==> config.mk <==
export PLATFORM = sky130hd
export DESIGN_NAME = serial_subtractor
export DESIGN_NICKNAME = d
export VERILOG_FILES = /design/src/rtl/serial_sub_pkg.sv /design/src/rtl/serial_subtractor_fa.sv /design/src/rtl/serial_subtractor.sv
export SDC_FILE = /design/constraint.sdc
export NUM_CORES = 1
export LEC_CHECK = 0
export BUFFER_PORTS_ARGS = -buffer_cell sky130_fd_sc_hd__buf_2
export CAP_MARGIN = 20
export CORE_ASPECT_RATIO = 0.7
export CORE_MARGIN = 2
export CORE_UTILIZATION = 48
export CTS_CLUSTER_DIAMETER = 200
export DETAILED_ROUTE_END_ITERATION = 10
export PLACE_DENSITY = 0.75
export SLEW_MARGIN = 20
export SYNTH_ARGS = -nofsm -noshare
export SYNTH_HDL_FRONTEND = slang
export SYNTH_SLANG_ARGS = --single-unit
==> constraint.sdc <==
create_clock -name clk -period 1.4 [get_ports clk]
set_input_delay 0.14 -clock clk [delete_from_list [all_inputs] [get_ports clk]]
set_output_delay 0.14 -clock clk [all_outputs]
set_load 0.02 [all_outputs]
==> src/rtl/serial_sub_pkg.sv <==
// ============================================================================
// serial_sub_pkg : shared types and defaults for the bit-serial subtractor
// Rev 1.0
// ============================================================================
`default_nettype none

package serial_sub_pkg;

   localparam int DEFAULT_WIDTH = 8;

   typedef enum logic [1:0] {
      IDLE  = 2'd0,
      SHIFT = 2'd1,
      DONE  = 2'd2
   } state_t;

endpackage

`default_nettype wire

==> src/rtl/serial_subtractor_fa.sv <==
// ============================================================================
// serial_subtractor_fa : 1-bit full adder cell
// Rev 1.0
// ============================================================================
`default_nettype none

module serial_subtractor_fa (
   input  logic x,
   input  logic y,
   input  logic cin,
   output logic cout,
   output logic sum
);

   assign sum  = x ^ y ^ cin;
   assign cout = (x & y) | (x & cin) | (y & cin);

endmodule

`default_nettype wire

==> src/rtl/serial_subtractor.sv <==
// ============================================================================
// serial_subtractor : bit-serial x - y - bin, LSB first, via x + ~y + ~bin
// Rev 1.0
// ============================================================================
`default_nettype none

module serial_subtractor
   import serial_sub_pkg::*;
#(
   parameter int WIDTH = DEFAULT_WIDTH
) (
   input  logic             clk,
   input  logic             rst_n,
   input  logic             start,
   input  logic [WIDTH-1:0] x,
   input  logic [WIDTH-1:0] y,
   input  logic             bin,
   output logic             busy,
   output logic             done,
   output logic [WIDTH-1:0] diff,
   output logic             bout,
   output logic             ovf
);

   localparam int CNT_W = $clog2(WIDTH);
   localparam logic [CNT_W-1:0] C_CNT_LAST = CNT_W'(WIDTH - 1);

   state_t           state_q, state_d;
   logic [WIDTH-1:0] xs_q, xs_d;
   logic [WIDTH-1:0] ys_q, ys_d;
   logic [WIDTH-1:0] diff_q, diff_d;
   logic [CNT_W-1:0] cnt_q, cnt_d;
   logic             carry_q, carry_d;
   logic             bout_q, bout_d;
   logic             ovf_q, ovf_d;

   logic w_sum;
   logic w_cout;
   logic w_accept;
   logic w_last;

   serial_subtractor_fa u_fa (
      .x    (xs_q[0]),
      .y    (ys_q[0]),
      .cin  (carry_q),
      .cout (w_cout),
      .sum  (w_sum)
   );

   assign w_accept = start && (state_q == IDLE || state_q == DONE);
   assign w_last   = (state_q == SHIFT) && (cnt_q == C_CNT_LAST);

   // State register
   always_ff @(posedge clk or negedge rst_n) begin
      if (!rst_n) begin
         state_q <= IDLE;
      end else begin
         state_q <= state_d;
      end
   end

   // Next-state logic
   always_comb begin
      state_d = state_q;
      case (state_q)
         IDLE:    if (w_accept) state_d = SHIFT;
         SHIFT:   if (w_last)   state_d = DONE;
         DONE:    state_d = w_accept ? SHIFT : IDLE;
         default: state_d = IDLE;
      endcase
   end

   // Output logic
   always_comb begin
      busy = (state_q == SHIFT);
      done = (state_q == DONE);
   end

   // Datapath next state; the carry into the MSB is carry_q on the last bit
   always_comb begin
      xs_d    = xs_q;
      ys_d    = ys_q;
      diff_d  = diff_q;
      cnt_d   = cnt_q;
      carry_d = carry_q;
      bout_d  = bout_q;
      ovf_d   = ovf_q;
      if (w_accept) begin
         xs_d    = x;
         ys_d    = ~y;
         carry_d = ~bin;
         cnt_d   = '0;
      end else if (state_q == SHIFT) begin
         xs_d    = xs_q >> 1;
         ys_d    = ys_q >> 1;
         diff_d  = {w_sum, diff_q[WIDTH-1:1]};
         carry_d = w_cout;
         if (w_last) begin
            bout_d = ~w_cout;
            ovf_d  = carry_q ^ w_cout;
         end else begin
            cnt_d = cnt_q + CNT_W'(1);
         end
      end
   end

   always_ff @(posedge clk or negedge rst_n) begin
      if (!rst_n) begin
         xs_q    <= '0;
         ys_q    <= '0;
         diff_q  <= '0;
         cnt_q   <= '0;
         carry_q <= 1'b0;
         bout_q  <= 1'b0;
         ovf_q   <= 1'b0;
      end else begin
         xs_q    <= xs_d;
         ys_q    <= ys_d;
         diff_q  <= diff_d;
         cnt_q   <= cnt_d;
         carry_q <= carry_d;
         bout_q  <= bout_d;
         ovf_q   <= ovf_d;
      end
   end

   assign diff = diff_q;
   assign bout = bout_q;
   assign ovf  = ovf_q;

endmodule

`default_nettype wire

After elaboration in Yosys (flattened, before gate mapping)
Cells that the tools add are included.
W data, S select, Z words.
Cells by class
  divide/modulo/power cells: 0
  reductions and logical operators: 9
  $lt $le $gt $ge: 0
  bitwise logic cells: 12
  $mul: 0
  shift operators: 0
  add/subtract/negate cells: 1
  multiplexer cells: 13
  equality and inequality tests: 6
Operators with widths (number)
  $mux W8: 4
  $mux W3: 3
  $not A8 Y8: 1
  $pmux W2 S3: 1
  $reduce_and A2 Y1: 3
  $mux W2: 2
  $ne A2 B2 Y1 const B: 2
  $add A3 B1 Y3 const B: 1
  $and A1 B1 Y1: 3
  $eq A3 B3 Y1 const B: 1
  $mux W1: 3
  $not A1 Y1: 3
  $reduce_and A3 Y1: 1
  $xor A1 B1 Y1: 3
  $eq A2 B1 Y1 const B: 1
  $eq A2 B2 Y1 const B: 1
  $logic_and A1 B1 Y1: 2
  $logic_not A2 Y1: 1
  $ne A2 B1 Y1 const B: 1
  $or A1 B1 Y1: 2
  $reduce_bool A2 Y1: 1
  $logic_or A1 B1 Y1: 1
Word-level totals
  latch bits: 0
  bits in registers: 32
  bits in read-only memories: 0
  bits in writable memories: 0
  memories: 0
  bits of input ports: 20
  logic and storage cells: 49

Logic depth before layout (Yosys ltp)
  depth after elaboration: 5
  mapped depth: 6
  depth with buffers taken out: 5

Modules after synthesis
From an unflattened synthesis, not the netlist that was laid out.
Second synthesis, totals
  cell total of the unflattened synthesis: 140
  area, all modules: 1457.6 µm²
By module, submodules not included
  serial_subtractor: cells each 139, area an instance 1437.6 µm², instances 1
  serial_subtractor_fa: cells each 1, area an instance 20.0 µm², instances 1

Worst setup path after synthesis
OpenSTA, ideal clock, no wires.
  path type: register -> register
  from: reg cnt_q[0]
  to: reg cnt_q[0]
  slack: 0.003 ns
  setup time: 0.127 ns
  required time: 1.273 ns
  cell stages (with the launch flop): 6
  arrival time: 1.271 ns
  path buffers: 0
  clock period less this slack: 1.397 ns
  cells stage by stage: dfrtp_1 ha_1 ha_1 or3b_1 nand3_1 o21ai_0
Between the ends
  cells in the longest elaborated chain, start to end: 4
  elaborated cells on any way between the ends: 8
  those cells by class: add/sub (1); eq/ne (2); mux (3); reduce/logical (2)
RTL lines
  from (decl): RTL line serial_subtractor.sv:32  | logic [CNT_W-1:0] cnt_q, cnt_d;
  from (signal assigned): RTL line serial_subtractor.sv:120  | cnt_q <= cnt_d;
  $add A3 B1 Y3 / $eq A3 B3 Y1 (equally long branches): RTL line serial_subtractor.sv:102, serial_subtractor.sv:51
  $mux W3 / $logic_and A1 B1 Y1 (equally long branches): RTL line serial_subtractor.sv:98, serial_subtractor.sv:51
  $mux W3 / $ne A2 B2 Y1 (equally long branches)
  $mux W3 / $reduce_and A2 Y1 (equally long branches)
Parallel ways exist; a longest one is shown, timed or not. The select of a mux whose other input is x is not followed.
A chain may end at the register's enable or synchronous reset.

Final worst setup path
  from: reg cnt_q[1]
  to: reg cnt_q[0]
Between the ends
  cells in the longest elaborated chain, start to end: 4
RTL lines
  $eq A3 B3 Y1: RTL line serial_subtractor.sv:51  | assign w_last = (state_q == SHIFT) && (cnt_q == C_CNT_LAST);
  $logic_and A1 B1 Y1: RTL line serial_subtractor.sv:51
  $ne A2 B2 Y1 (no line)
  $reduce_and A2 Y1 (no line)
Every way passes these cells.

==> results.tsv <==
stage	metric	value	unit
run_status	status	finished, violations left	
run_status	violations	negative setup slack	
worst_setup_path	r2r_slack	-0.04	ns
floorplan	start_util	0.516	
yosys	yosys.area_share.adder	0.0303	
yosys	synth_nets	154	
yosys	mappedNetlistArea	1490	sq um
yosys	yosys_register_bits	32	
final_layout	final_cell_mix	30 x dfrtp_1, 29 x buf_2, 18 x buf_4, 15 x nand2_1	
worst_setup_path	critPathLaunchType	flop	
yosys	synthMuxAreaShare	0.114	
yosys	synth-simple-area-share	0.103	
worst_setup_path	arrival	1.60	ns
final_layout	nNetsFinal	207	
placed_design	place_congestion	0.869	
worst_hold_path	hold_path_depth	2	
yosys	syn_inst	131	
placed_design	dp_hpwl	2.21	mm
final_layout	final_util	0.695	
timing	timing.final.crit_share	1.03	
worst_hold_path	hp-class	in2reg	
timing	max_slew_margin	0.727	
floorplan	dieWidth	70.5	um
power_and_ir_drop	clockPowerShare	0.180	
final_layout	stdcell_count	221	
yosys	synthDistinctLibCells	28	
detailed_routing	wl_per_cell	15.8	um
global_route	overflow	0	
detailed_routing	dr.pass1.iters	4	
detailed_routing	postRouteAntennaNets	0	
cts	clock_sinks	32	
cts	cts_buffer_depth	2	
global_route	grt_pass1_wl	5.57	mm
power_and_ir_drop	switching_share	0.363	
yosys	async_reset_ff_frac	1.00	
power_and_ir_drop	leakagePower	0.000947	uW
detailed_routing	vias	1197	
yosys	synth_compound_area_frac	0.154	
final_layout	antennaDiodeCount	0	
worst_setup_path	crit_fanout	3	
worst_setup_path	cp.required	1.56	ns
final_layout	area_growth	34.7	%
power_and_ir_drop	pwr_density_cell	2380	nW/um^2
final_layout	drive_above_1_share	0.427	
timing	fmax	0.692	GHz
timing	worst_slack	-0.0448	ns
yosys	synth_edf_count	0	
power_and_ir_drop	p_int	3050	uW
yosys	synthTopCellsByArea	dfrtp_1 54%, mux2_2 6.1%, mux2i_1 5.4%	
detailed_routing	via_per_inst	5.42	
placed_design	place_area	1720	sq um
cts	htree_levels	2	
worst_setup_path	end_kind	flop	
final_layout	fin_area	2000	sq um
timing	fin_hold_ws	0.0194	ns
cts	clk_pin_slew_worst_paths	0.07	ns
global_route	grt_usage	0.209	
timing	hold_viol	0	
placed_design	dpl.cell_count	199	
global_route	grt_pass1_vias	1195	
timing	finalSetupTns	-0.0448	ns
yosys	ys.flop_type	dfrtp_1	
timing	fin_crit	1.44	ns
power_and_ir_drop	netSwitchingPower	1730	uW
yosys	yosysTopAreaCellShare	0.538	
timing	setup_viol	1	
global_route	grt_max_degree	33	
power_and_ir_drop	max-vdd-ir-drop	1260	uV
yosys	yosysSeqAreaShare	0.538	
floorplan	coreArea	2880	sq um
floorplan	die_area	3570	sq um
timing	rsz0062_at_grt	true	
worst_setup_path	critical_path_class	reg2reg	
placed_design	portBuffers	31	
cts	cts_tree	built	
detailed_routing	drt_first_iter_violations	69	
yosys	avgSynthCellArea	11.4	sq um
timing	worst_slew_pin_slew	0.409	ns
power_and_ir_drop	pwr-share-seq	0.354	
cts	cts_inserted_buffers	5	
floorplan	rows	16	
cts	root_buffer	clkbuf_8	
worst_setup_path	r2r_cells	5	
global_route	antenna_found_initial	0	
run	maxCapViolCount	0	
yosys	synth_largest_area_cell	dfrtp_1	
timing	slew_viol_final	0	
yosys	synth_xor_area_frac	0.00589	
detailed_routing	drt_wl_total	3.50	mm
yosys	yosys_warnings	0	
floorplan	die_h	50.6	um
power_and_ir_drop	power_frac_comb	0.466	
floorplan	pin_count	32	
cts	clkLatencyLatePin	0.28	ns
timing	clock_skew	0.00585	ns
final_layout	layout_commonest_cell	dfrtp_1	
detailed_routing	drc_errors	0	
yosys	synth_top_family_by_area	compound AO/OA/AOI/OAI gates	
[synthesized netlist by cell type, types with 2 or more instances]
cell type,n
inv_1,8
a21oi_1,8
o221a_1,4
o211ai_1,2
o22ai_1,3
nand2b_1,2
buf_2,4
nor2_1,3
mux2i_1,8
o221a_2,2
buf_6,2
nand3_1,4
o21ai_0,5
ha_1,2
nor2b_1,6
dfrtp_1,32
a211oi_1,4
mux2_2,8
nand2_1,15
[flip-flops by register name, indices dropped and copies added (netlist names)]
signal	flops
carry_q	1
cnt_q	3
ys_q	8
bout	1
diff	8
ovf	1
state_q	2
xs_q	8
[cell type report]
class,instances,area (sq um)
clock inverters,2,35.0
fillers,205,878
inverters,8,30.0
clock buffers,6,72.6
multi-input cells,84,651
well taps,36,45.0
repair buffers,53,368
flip-flops and latches,32,803
[layer usage]
metal	routed length, um	vias up	global-route usage
met5	0	-	0
met4	37	0	0.0535
met3	233	6	0.0904
met2	1660	32	0.319
met1	1570	590	0.275
li1	-	569	-
[timing repair]
action / in CTS / in global routing
hold buffers: 1 / 0
setup buffers: 8 / 5
setup endpoints to repair: 4 / 12
pin swaps: 0 / 3
resized for setup: 10 / 8
hold endpoints to repair: 32 / 0
[final timing paths]
kind | startpoint | end
setup / recovery | cnt_q[1] | cnt_q[0]
hold / removal | y[7] | ys_q[7]
setup reg to reg | cnt_q[1] | cnt_q[0]
hold reg to reg | diff[0] | diff[0]
max in group asynchronous | rst_n | state_q[1]
min in group asynchronous | rst_n | ys_q[7]
[cells by family after synthesis]
kind of cell,count (synthesis)
mux,16
buf+inv,15
xor+xnor,1
fa+ha+maj,3
compound gates,32
flops,32
simple gates,32
[worst max-delay path, stage by stage (launching register included)]
cell and delay [ns]:
dfrtp_1 0.39, ha_2 0.20, ha_4 0.16, or3b_4 0.41, nand3_2 0.08, o21ai_1 0.08
[metrics by stage]
stage,power (uW),worst slack (ns)
2_1_floorplan,2930,0.00272
3_3_place_gp,3380,-0.0288
3_5_place_dp,3520,-0.0773
4_1_cts,4600,0.00422
5_1_grt,5100,-0.0887
6_report,4780,-0.0448
[power by group through the flow]
stage                     registers (uW)  logic [uW]  clock network, uW
after global placement              1650        1730                  0
after floorplan                     1770        1160                  0
after detailed placement            1680        1830                  0
after global routing                1740        2440                921
after CTS                           1680        2060                866
final                               1690        2230                860
No activity file was read; power rests on OpenSTA's default activity.
